`config.mk`:
```
export PLATFORM = sky130hd
export DESIGN_NAME = wb_writer_flat
export DESIGN_NICKNAME = d
export VERILOG_FILES = /design/src/rtl/wb_writer_if.sv /design/src/rtl/wb_writer.sv /design/src/flat_wrapper.sv
export SDC_FILE = /design/constraint.sdc
export NUM_CORES = 1
export LEC_CHECK = 0
export ABC_AREA = 1
export BUFFER_PORTS_ARGS = -buffer_cell sky130_fd_sc_hd__buf_2
export CELL_PAD_IN_SITES_DETAIL_PLACEMENT = 1
export CELL_PAD_IN_SITES_GLOBAL_PLACEMENT = 1
export CORE_UTILIZATION = 40
export CTS_BUF_LIST = sky130_fd_sc_hd__clkbuf_16
export DETAILED_ROUTE_END_ITERATION = 10
export PLACE_DENSITY_LB_ADDON = 0.1
export SYNTH_ARGS = -nofsm -noshare
export SYNTH_HDL_FRONTEND = slang
export SYNTH_SLANG_ARGS = --single-unit
```
`constraint.sdc`:
```
create_clock -name clk -period 4 [get_ports clk]
set_input_delay 0.8 -clock clk [delete_from_list [all_inputs] [get_ports clk]]
set_output_delay 0.8 -clock clk [all_outputs]
set_load 0.05 [all_outputs]
```
`src/rtl/wb_writer_if.sv`:
```
// Write-back port bundle: ALU result stream, load result stream and the
// register-file write port with the busy flag.
interface wb_writer_if #(
   parameter int unsigned DATA_WIDTH    = 32,
   parameter int unsigned ADDRESS_WIDTH = 5
);
   logic                     alu_valid;
   logic                     alu_ready;
   logic [ADDRESS_WIDTH-1:0] alu_dest;
   logic [DATA_WIDTH-1:0]    alu_data;
   logic                     ld_valid;
   logic                     ld_ready;
   logic [ADDRESS_WIDTH-1:0] ld_dest;
   logic [2:0]               ld_funct3;
   logic [1:0]               ld_byte_off;
   logic [DATA_WIDTH-1:0]    ld_rdata;
   logic                     rg_wrt_en;
   logic [ADDRESS_WIDTH-1:0] rg_wrt_dest;
   logic [DATA_WIDTH-1:0]    rg_wrt_data;
   logic                     busy;

   modport slave (
      input  alu_valid, alu_dest, alu_data,
      input  ld_valid, ld_dest, ld_funct3, ld_byte_off, ld_rdata,
      output alu_ready, ld_ready, rg_wrt_en, rg_wrt_dest, rg_wrt_data, busy
   );

   modport master (
      output alu_valid, alu_dest, alu_data,
      output ld_valid, ld_dest, ld_funct3, ld_byte_off, ld_rdata,
      input  alu_ready, ld_ready, rg_wrt_en, rg_wrt_dest, rg_wrt_data, busy
   );
endinterface

```
`src/rtl/wb_writer.sv`:
```
// Write-back controller: merges buffered ALU results and handshaked load
// results into one registered register-file write per cycle.
module wb_writer #(
   parameter int unsigned DATA_WIDTH    = 32,
   parameter int unsigned ADDRESS_WIDTH = 5,
   parameter int unsigned FIFO_DEPTH    = 4,
   parameter int unsigned MAX_WAIT      = 3
) (
   input logic        clk,
   input logic        rst,
   wb_writer_if.slave bus
);
   localparam int unsigned PTR_W  = $clog2(FIFO_DEPTH);
   localparam int unsigned WAIT_W = (MAX_WAIT < 2) ? 1 : $clog2(MAX_WAIT + 1);

   logic [ADDRESS_WIDTH-1:0] r_fifo_dest [FIFO_DEPTH];
   logic [DATA_WIDTH-1:0]    r_fifo_data [FIFO_DEPTH];
   logic [PTR_W-1:0]         r_wptr;
   logic [PTR_W-1:0]         r_rptr;
   logic [PTR_W:0]           r_count;
   logic [WAIT_W-1:0]        r_wait;
   logic                     r_wrt_en;
   logic [ADDRESS_WIDTH-1:0] r_wrt_dest;
   logic [DATA_WIDTH-1:0]    r_wrt_data;

   logic                     w_hv;
   logic                     w_starve;
   logic                     w_ld_win;
   logic                     w_pop;
   logic                     w_push;
   logic                     w_alu_ready;
   logic [DATA_WIDTH-1:0]    w_ld_fmt;

   function automatic logic [31:0] f_fmt(input logic [2:0]  f3,
                                         input logic [1:0]  off,
                                         input logic [31:0] word);
      logic [7:0]  b;
      logic [15:0] h;
      case (off)
         2'd0:    b = word[7:0];
         2'd1:    b = word[15:8];
         2'd2:    b = word[23:16];
         default: b = word[31:24];
      endcase
      h = off[1] ? word[31:16] : word[15:0];
      case (f3)
         3'b000:  f_fmt = {{24{b[7]}}, b};
         3'b001:  f_fmt = {{16{h[15]}}, h};
         3'b100:  f_fmt = {24'd0, b};
         3'b101:  f_fmt = {16'd0, h};
         default: f_fmt = word;
      endcase
   endfunction

   assign w_hv        = (r_count != '0);
   assign w_starve    = w_hv && (r_wait == WAIT_W'(MAX_WAIT));
   assign w_ld_win    = bus.ld_valid && !w_starve;
   assign w_pop       = w_hv && !w_ld_win;
   // Readiness looks at count only, so a full FIFO refuses even while popping.
   assign w_alu_ready = !rst && (r_count < (PTR_W+1)'(FIFO_DEPTH));
   assign w_push      = bus.alu_valid && w_alu_ready;
   assign w_ld_fmt    = f_fmt(bus.ld_funct3, bus.ld_byte_off, bus.ld_rdata);

   assign bus.alu_ready   = w_alu_ready;
   assign bus.ld_ready    = !rst && !w_starve;
   assign bus.rg_wrt_en   = r_wrt_en;
   assign bus.rg_wrt_dest = r_wrt_dest;
   assign bus.rg_wrt_data = r_wrt_data;
   assign bus.busy        = w_hv || r_wrt_en;

   always_ff @(posedge clk) begin
      if (w_push) begin
         r_fifo_dest[r_wptr] <= bus.alu_dest;
         r_fifo_data[r_wptr] <= bus.alu_data;
      end
   end

   always_ff @(posedge clk) begin
      if (rst) begin
         r_wptr     <= '0;
         r_rptr     <= '0;
         r_count    <= '0;
         r_wait     <= '0;
         r_wrt_en   <= 1'b0;
         r_wrt_dest <= '0;
         r_wrt_data <= '0;
      end else begin
         if (w_push) r_wptr <= r_wptr + PTR_W'(1);
         if (w_pop)  r_rptr <= r_rptr + PTR_W'(1);
         case ({w_push, w_pop})
            2'b10:   r_count <= r_count + (PTR_W+1)'(1);
            2'b01:   r_count <= r_count - (PTR_W+1)'(1);
            default: r_count <= r_count;
         endcase

         if (!w_hv || w_pop)                     r_wait <= '0;
         else if (r_wait != WAIT_W'(MAX_WAIT))   r_wait <= r_wait + WAIT_W'(1);

         if (w_ld_win) begin
            r_wrt_en   <= (bus.ld_dest != '0);
            r_wrt_dest <= bus.ld_dest;
            r_wrt_data <= w_ld_fmt;
         end else if (w_pop) begin
            r_wrt_en   <= (r_fifo_dest[r_rptr] != '0);
            r_wrt_dest <= r_fifo_dest[r_rptr];
            r_wrt_data <= r_fifo_data[r_rptr];
         end else begin
            r_wrt_en   <= 1'b0;
         end
      end
   end
endmodule

```
`src/flat_wrapper.sv`:
```
// flat-port wrapper written by rule: the top's interface ports become plain ports
module wb_writer_flat 
#(
   parameter int unsigned DATA_WIDTH    = 32,
   parameter int unsigned ADDRESS_WIDTH = 5,
   parameter int unsigned FIFO_DEPTH    = 4,
   parameter int unsigned MAX_WAIT      = 3
)
  (clk, rst, bus_alu_valid, bus_alu_dest, bus_alu_data, bus_ld_valid, bus_ld_dest, bus_ld_funct3, bus_ld_byte_off, bus_ld_rdata, bus_alu_ready, bus_ld_ready, bus_rg_wrt_en, bus_rg_wrt_dest, bus_rg_wrt_data, bus_busy);
  wb_writer_if #(.DATA_WIDTH(DATA_WIDTH), .ADDRESS_WIDTH(ADDRESS_WIDTH)) bus_i ();
  input logic clk;
  input logic rst;
  input wire logic [$bits(bus_i.alu_valid)-1:0] bus_alu_valid;
  input wire logic [$bits(bus_i.alu_dest)-1:0] bus_alu_dest;
  input wire logic [$bits(bus_i.alu_data)-1:0] bus_alu_data;
  input wire logic [$bits(bus_i.ld_valid)-1:0] bus_ld_valid;
  input wire logic [$bits(bus_i.ld_dest)-1:0] bus_ld_dest;
  input wire logic [$bits(bus_i.ld_funct3)-1:0] bus_ld_funct3;
  input wire logic [$bits(bus_i.ld_byte_off)-1:0] bus_ld_byte_off;
  input wire logic [$bits(bus_i.ld_rdata)-1:0] bus_ld_rdata;
  output wire logic [$bits(bus_i.alu_ready)-1:0] bus_alu_ready;
  output wire logic [$bits(bus_i.ld_ready)-1:0] bus_ld_ready;
  output wire logic [$bits(bus_i.rg_wrt_en)-1:0] bus_rg_wrt_en;
  output wire logic [$bits(bus_i.rg_wrt_dest)-1:0] bus_rg_wrt_dest;
  output wire logic [$bits(bus_i.rg_wrt_data)-1:0] bus_rg_wrt_data;
  output wire logic [$bits(bus_i.busy)-1:0] bus_busy;
  assign bus_i.alu_valid = bus_alu_valid;
  assign bus_i.alu_dest = bus_alu_dest;
  assign bus_i.alu_data = bus_alu_data;
  assign bus_i.ld_valid = bus_ld_valid;
  assign bus_i.ld_dest = bus_ld_dest;
  assign bus_i.ld_funct3 = bus_ld_funct3;
  assign bus_i.ld_byte_off = bus_ld_byte_off;
  assign bus_i.ld_rdata = bus_ld_rdata;
  assign bus_alu_ready = bus_i.alu_ready;
  assign bus_ld_ready = bus_i.ld_ready;
  assign bus_rg_wrt_en = bus_i.rg_wrt_en;
  assign bus_rg_wrt_dest = bus_i.rg_wrt_dest;
  assign bus_rg_wrt_data = bus_i.rg_wrt_data;
  assign bus_busy = bus_i.busy;
  wb_writer #(.DATA_WIDTH(DATA_WIDTH), .ADDRESS_WIDTH(ADDRESS_WIDTH), .FIFO_DEPTH(FIFO_DEPTH), .MAX_WAIT(MAX_WAIT)) u_core (.clk(clk), .rst(rst), .bus(bus_i));
endmodule
```
# Yosys cells after proc, flatten, opt, wreduce, memory -nomap -nowiden
# Memories as Yosys holds them, arrays and structs flattened. A register that Yosys moved wholly into a read port is not among the register bits.
# Index checks and enable logic that the tools add are counted.
# word_totals
ff_bits	47
latch_bits	0
ram_bits	148
mem_bits_ro	0
output_inout_bits	41
memories	2
inputBits	83
# memory_table
name	words	word_bits	read_ports	rd_clocked_by_memory_dff	wr	line	rtl
u_core.r_fifo_data	4	32	1	1	1	wb_writer.sv:17	logic [DATA_WIDTH-1:0] r_fifo_data [FIFO_DEPTH];
u_core.r_fifo_dest	4	5	1	1	1	wb_writer.sv:16	logic [ADDRESS_WIDTH-1:0] r_fifo_dest [FIFO_DEPTH];
# classes
n_shift	0
mul	0
n_addsub	5
bitwise_logic	0
n_reduce_logical	20
n_eq_ne	9
n_lt_le_gt_ge	1
muxes	16
n_div	0
# ops
cell	count
32-bit case mux with 4 select lines	1
32-bit two-way mux	2
8-bit case mux with 3 select lines	1
16-bit two-way mux	1
5-bit two-way mux	2
5-bit nonzero test	2
2-bit two-way mux	4
2-bit by 1-bit adder with 2-bit output, second input constant	3
2-bit == test, second input constant	3
3-bit == test, second input constant	2
1-bit logical AND	6
3-bit case mux with 2 select lines	1
2-bit by 1-bit == test with 1-bit output, second input constant	2
1-bit logical NOT	4
1-bit two-way mux	4
2-bit nonzero test	2
3-bit by 1-bit adder with 3-bit output, second input constant	1
3-bit by 1-bit == test with 1-bit output, second input constant	1
3-bit logical NOT	1
3-bit < comparator, second input constant	1
3-bit nonzero test	1
3-bit by 1-bit subtractor with 3-bit output, second input constant	1
2-bit logical NOT	1
1-bit logical OR	2
2 further kinds	2

# Depth between registers and ports, before layout
# logic_depth
ltp_word	8
depth_mapped	12
ltp_nobuf	11

# Least setup slack after synthesis
# Ideal clock, no wire load.
# synth_path
path_type	in2reg
start	input rst
end	memory u_core.r_fifo_data[0][0], enable pin
path_stages	3
arrival_time_ns	3.475
required_time_ns	3.569
slack_ns	0.094
path_buffers	0
path_cell_list	nor2_1 > nand2_1 > nor2_1
# synth_via
elab_chain_len	5
# synth_lines
item	line	rtl
start: declaration	flat_wrapper.sv:12	input logic rst;
1-bit logical NOT	wb_writer.sv:60	assign w_alu_ready = !rst && (r_count < (PTR_W+1)'(FIFO_DEPTH));
1-bit logical AND	wb_writer.sv:60	
1-bit logical AND	wb_writer.sv:61	assign w_push = bus.alu_valid && w_alu_ready;
1-bit two-way mux	wb_writer.sv:72	if (w_push) begin
1-bit two-way mux (implied by the code)	wb_writer.sv:74	r_fifo_data[r_wptr] <= bus.alu_data;
end: declaration	wb_writer.sv:17	
# No other way between the ends.

# Worst setup path in the final report
# layout_path
start	input rst
end	output bus_ld_ready
# layout_via
elab_chain_len	2
# layout_lines
item	line	rtl
1-bit logical NOT	wb_writer.sv:65	assign bus.ld_ready = !rst && !w_starve;
1-bit logical AND	wb_writer.sv:65	
end: declaration	flat_wrapper.sv:22	output wire logic [$bits(bus_i.ld_ready)-1:0] bus_ld_ready;
# No other way between the ends.

==> run metrics <==
outcome complete, no violations; count of endpoints failing hold in the final timing report 0; synthesis-stage register bit count approximately 200; Switching Share 35.38%; Core Rows 53; final-layout worst hold slack 0.4748 ns; Yosys Warn Count 0; CP Max Fanout 38; cell area after technology mapping between 0.008 and 0.009 mm^2; relative area change from synthesis to final layout 16.12%; Design Area, Final a little under 0.01 mm^2; kind of launch point of the worst setup path input pin; Final period util between 60% and 70%; Via density between 5 and 6; R2R depth 10; Inserted Diodes 0; CTS tree built; number of routed nets with antenna violations 0; relative slew slack 31.63%; part of the power in the clock network 29.3%; Post-CTS Repair Setup Buffers 0; net switching power of the design between 2 and 2.5 mW; count of flip-flops with a built-in enable after synthesis around 150; library cell used as clock root buffer clkbuf_16; Worst R2R End u_core.r_count[2]; Skew-Pair Late Insertion Delay 0.43 ns; First-pass DRT Iterations 4; leading area contributor after synthesis edfxtp_1; Routability Congestion roughly 0.85; post-cts hold buffer count 0; Worst IR Drop VDD approximately 320 uV; clock transition at the registers of the reported paths around 0.07 ns; Iter 0 DRT Violations 340; leak pwr approximately 4.0 nW; buffer and inverter count on the worst path 3; post-CTS sizing 0; Worst EP arrival roughly 1.7 ns; synthesized net count around 950; unrepaired setup endpoints after global routing false; logic gate share of total power 27.9%; post-detailed-route DRC marker count 0; pin count of the biggest net entering global routing 75; Overall Global Routing Usage between 20% and 30%; critical-path cell list buf_2 > buf_4 > a21oi_1 > buf_2; final worst clock skew 0.01119 ns; antenna violations before repair 0; num ports 124; Async S/R FF share, synth 0%; actual transition at the worst max-transition pin around 1 ns; total die area 0.02191 mm^2; wire length of the first global-routing pass roughly 36000 um; setup violation total in the final timing report 0; Avg WL per Cell between 15 and 20 um; MaxCap Viol Count 0; Synth cell types 36; Main synth FF type edfxtp_1; fraction of final layout cells with drive strength greater than 1 a little under a fifth; critical-path cell with the highest stage delay buf_2; library cell appearing most often on the critical path buf_2; via count of the first global-routing pass roughly 6500; initial standard-cell utilization of the core between 40% and 50%; detailed-placement wirelength estimate between 10000 and 15000 um; internal portion of total power about 3.7 mW; Core Box Area ~0.021 mm^2; grt total ovfl 0; number of standard cells after synthesis around 860; total negative slack for setup checks 0 ns; total routed wirelength about 23000 um; Yosys top cell area share 52.10%; Hold Crit Depth 2; Max Slew Vio Count 0; worst min path class reg -> reg; die boundary width ~150 um; share of synthesized area occupied by flip-flops and latches between 60% and 70%; Crit Path Category in -> out; detailed-route via count around 6400; relative contribution of sequential cells to total power between 40 and 50%; synthesized area per cell 9.954 um^2; Hold Startpoint u_core.r_wait[1]; maximum level of the CTS H-tree 4; CTS max path bufs 2; achievable clock frequency 403.0 MHz; cts bufs inserted 17; terminating pin of the worst hold path u_core.r_wait[1]; Worst Path Required about 3.2 ns; port buffer count between 100 and 150; type of element capturing the critical path output pin; total power divided by cell area just under 600 mW/mm^2; Final min period about 2.5 ns; register-to-register setup slack approximately 1.7 ns; biggest area contributors in the synthesized netlist edfxtp_1 52%, dfxtp_1 11%, nand2_1 9.0%; worst flop-to-flop path startpoint u_core.r_count[2]; Top delay family on crit path buffers and inverters; Net count, final 1052; total placed instance area ~0.0093 mm^2; critical path's largest stage delay between 0.2 and 0.3 ns; overall die height about 150 um; clock tree sinks about 200
==> registers in the layout, indices dropped and copies added, names as in the netlist, named ones only <==
signal	flops
u_core.r_wait	2
u_core.r_fifo_dest	20
u_core.bus.rg_wrt_dest	5
u_core.bus.rg_wrt_data	32
u_core.r_fifo_data	128
u_core.r_rptr	2
u_core.r_count	3
u_core.bus.rg_wrt_en	1
u_core.r_wptr	2
==> stage by stage <==
stage	power, mW	std cells	util, %	setup WS (ns)
finish	5.757	1250	47.27	1.519
global route	6.055	1250	47.27	1.407
CTS	5.815	1250	47.27	1.508
detailed placement	4.126	1218	44.51	1.210
global placement	4.099	1218	44.51	1.287
floorplan	3.661	857	-	0.09364
==> synthesized netlist by cell type, types with 2 or more instances <==
library cell and number:
nand2_1 204, edfxtp_1 148, nor2_1 105, o21ai_0 78
a21oi_1 69, nand3_1 61, dfxtp_1 49, inv_1 35
buf_2 18, clkbuf_1 16, a21boi_0 9, a21boi_1 7
a31oi_1 6, buf_4 6, buf_6 6, ha_1 6
inv_2 5, o21ai_1 4, o21a_1 3, o22ai_1 3
nand2_2 2, nor2_4 2, or2_2 2
==> power by group through the flow <==
stage / clock network (mW) / logic, mW / registers (mW)
after floorplan: 0 / 0.903 / 2.76
after global placement: 0 / 1.60 / 2.50
after detailed placement: 0 / 1.62 / 2.51
after CTS: 1.73 / 1.63 / 2.46
after global routing: 1.79 / 1.79 / 2.47
final: 1.69 / 1.61 / 2.46
==> logic make-up (layout without fill, tap and decap cells) <==
kind of cell    Yosys count  after routing  synth area share, %
simple gates            381            381                18.55
flops                   197            197                63.60
compound gates          184            184                11.72
fa+ha+maj                 7              7                1.115
xor+xnor                  1              1               0.1027
buf+inv                  87            205                4.914
==> worst min-delay path: stages (launching register included) <==
cell and delay (ns):
dfxtp_1 0.32, nand2_1 0.06, a21oi_1 0.05
==> worst max path at each step <==
stage	startpoint	end	slack, ns	depth (start not counted)
detailed placement	rst	u_core.r_count[2]	1.21	11
global placement	rst	u_core.r_count[2]	1.29	11
floorplan	rst	u_core.r_fifo_data[0][0]	0.09	3
CTS	rst	bus_ld_ready	1.51	4
global route	rst	bus_ld_ready	1.41	4
finish	rst	bus_ld_ready	1.52	4
==> final cells by class <==
cell class	count	area (um^2)
Clock buffer	17	425.4
Clock inverter	15	153.9
Fill cell	2422	11050
Inverter	41	156.4
Multi-Input combinational cell	573	2716
Sequential cell	197	5426
Tap cell	275	344.1
Timing Repair Buffer	132	683.2
==> cells in the final DEF (no fill, tap or decap), types with 3 or more instances in the layout <==
cell type / n
o21a_1: 3
dfxtp_1: 48
inv_2: 5
a21boi_0: 9
o22ai_1: 3
edfxtp_1: 148
buf_2: 123
nand3_1: 61
a21oi_1: 69
a31oi_1: 6
nor2_4: 6
o21ai_1: 4
o21ai_0: 78
ha_1: 6
a21boi_1: 7
buf_4: 9
nand2_1: 204
inv_1: 38
inv_6: 5
clkbuf_16: 17
nor2_1: 101
==> metal layers <==
| layer | wire [um] | global-route usage [%] | up-vias | share of wire, % |
|---|---|---|---|---|
| li1 | - | - | 3134 | - |
| met1 | 11460 | 31.50 | 3120 | 50 |
| met2 | 10460 | 34.06 | 122 | 46 |
| met3 | 737 | 2.994 | 12 | 3.2 |
| met4 | 155 | 5.206 | 0 | 0.68 |
| met5 | 0 | 0 | - | 0 |
Note: power is estimated with default switching activity, not from simulation.
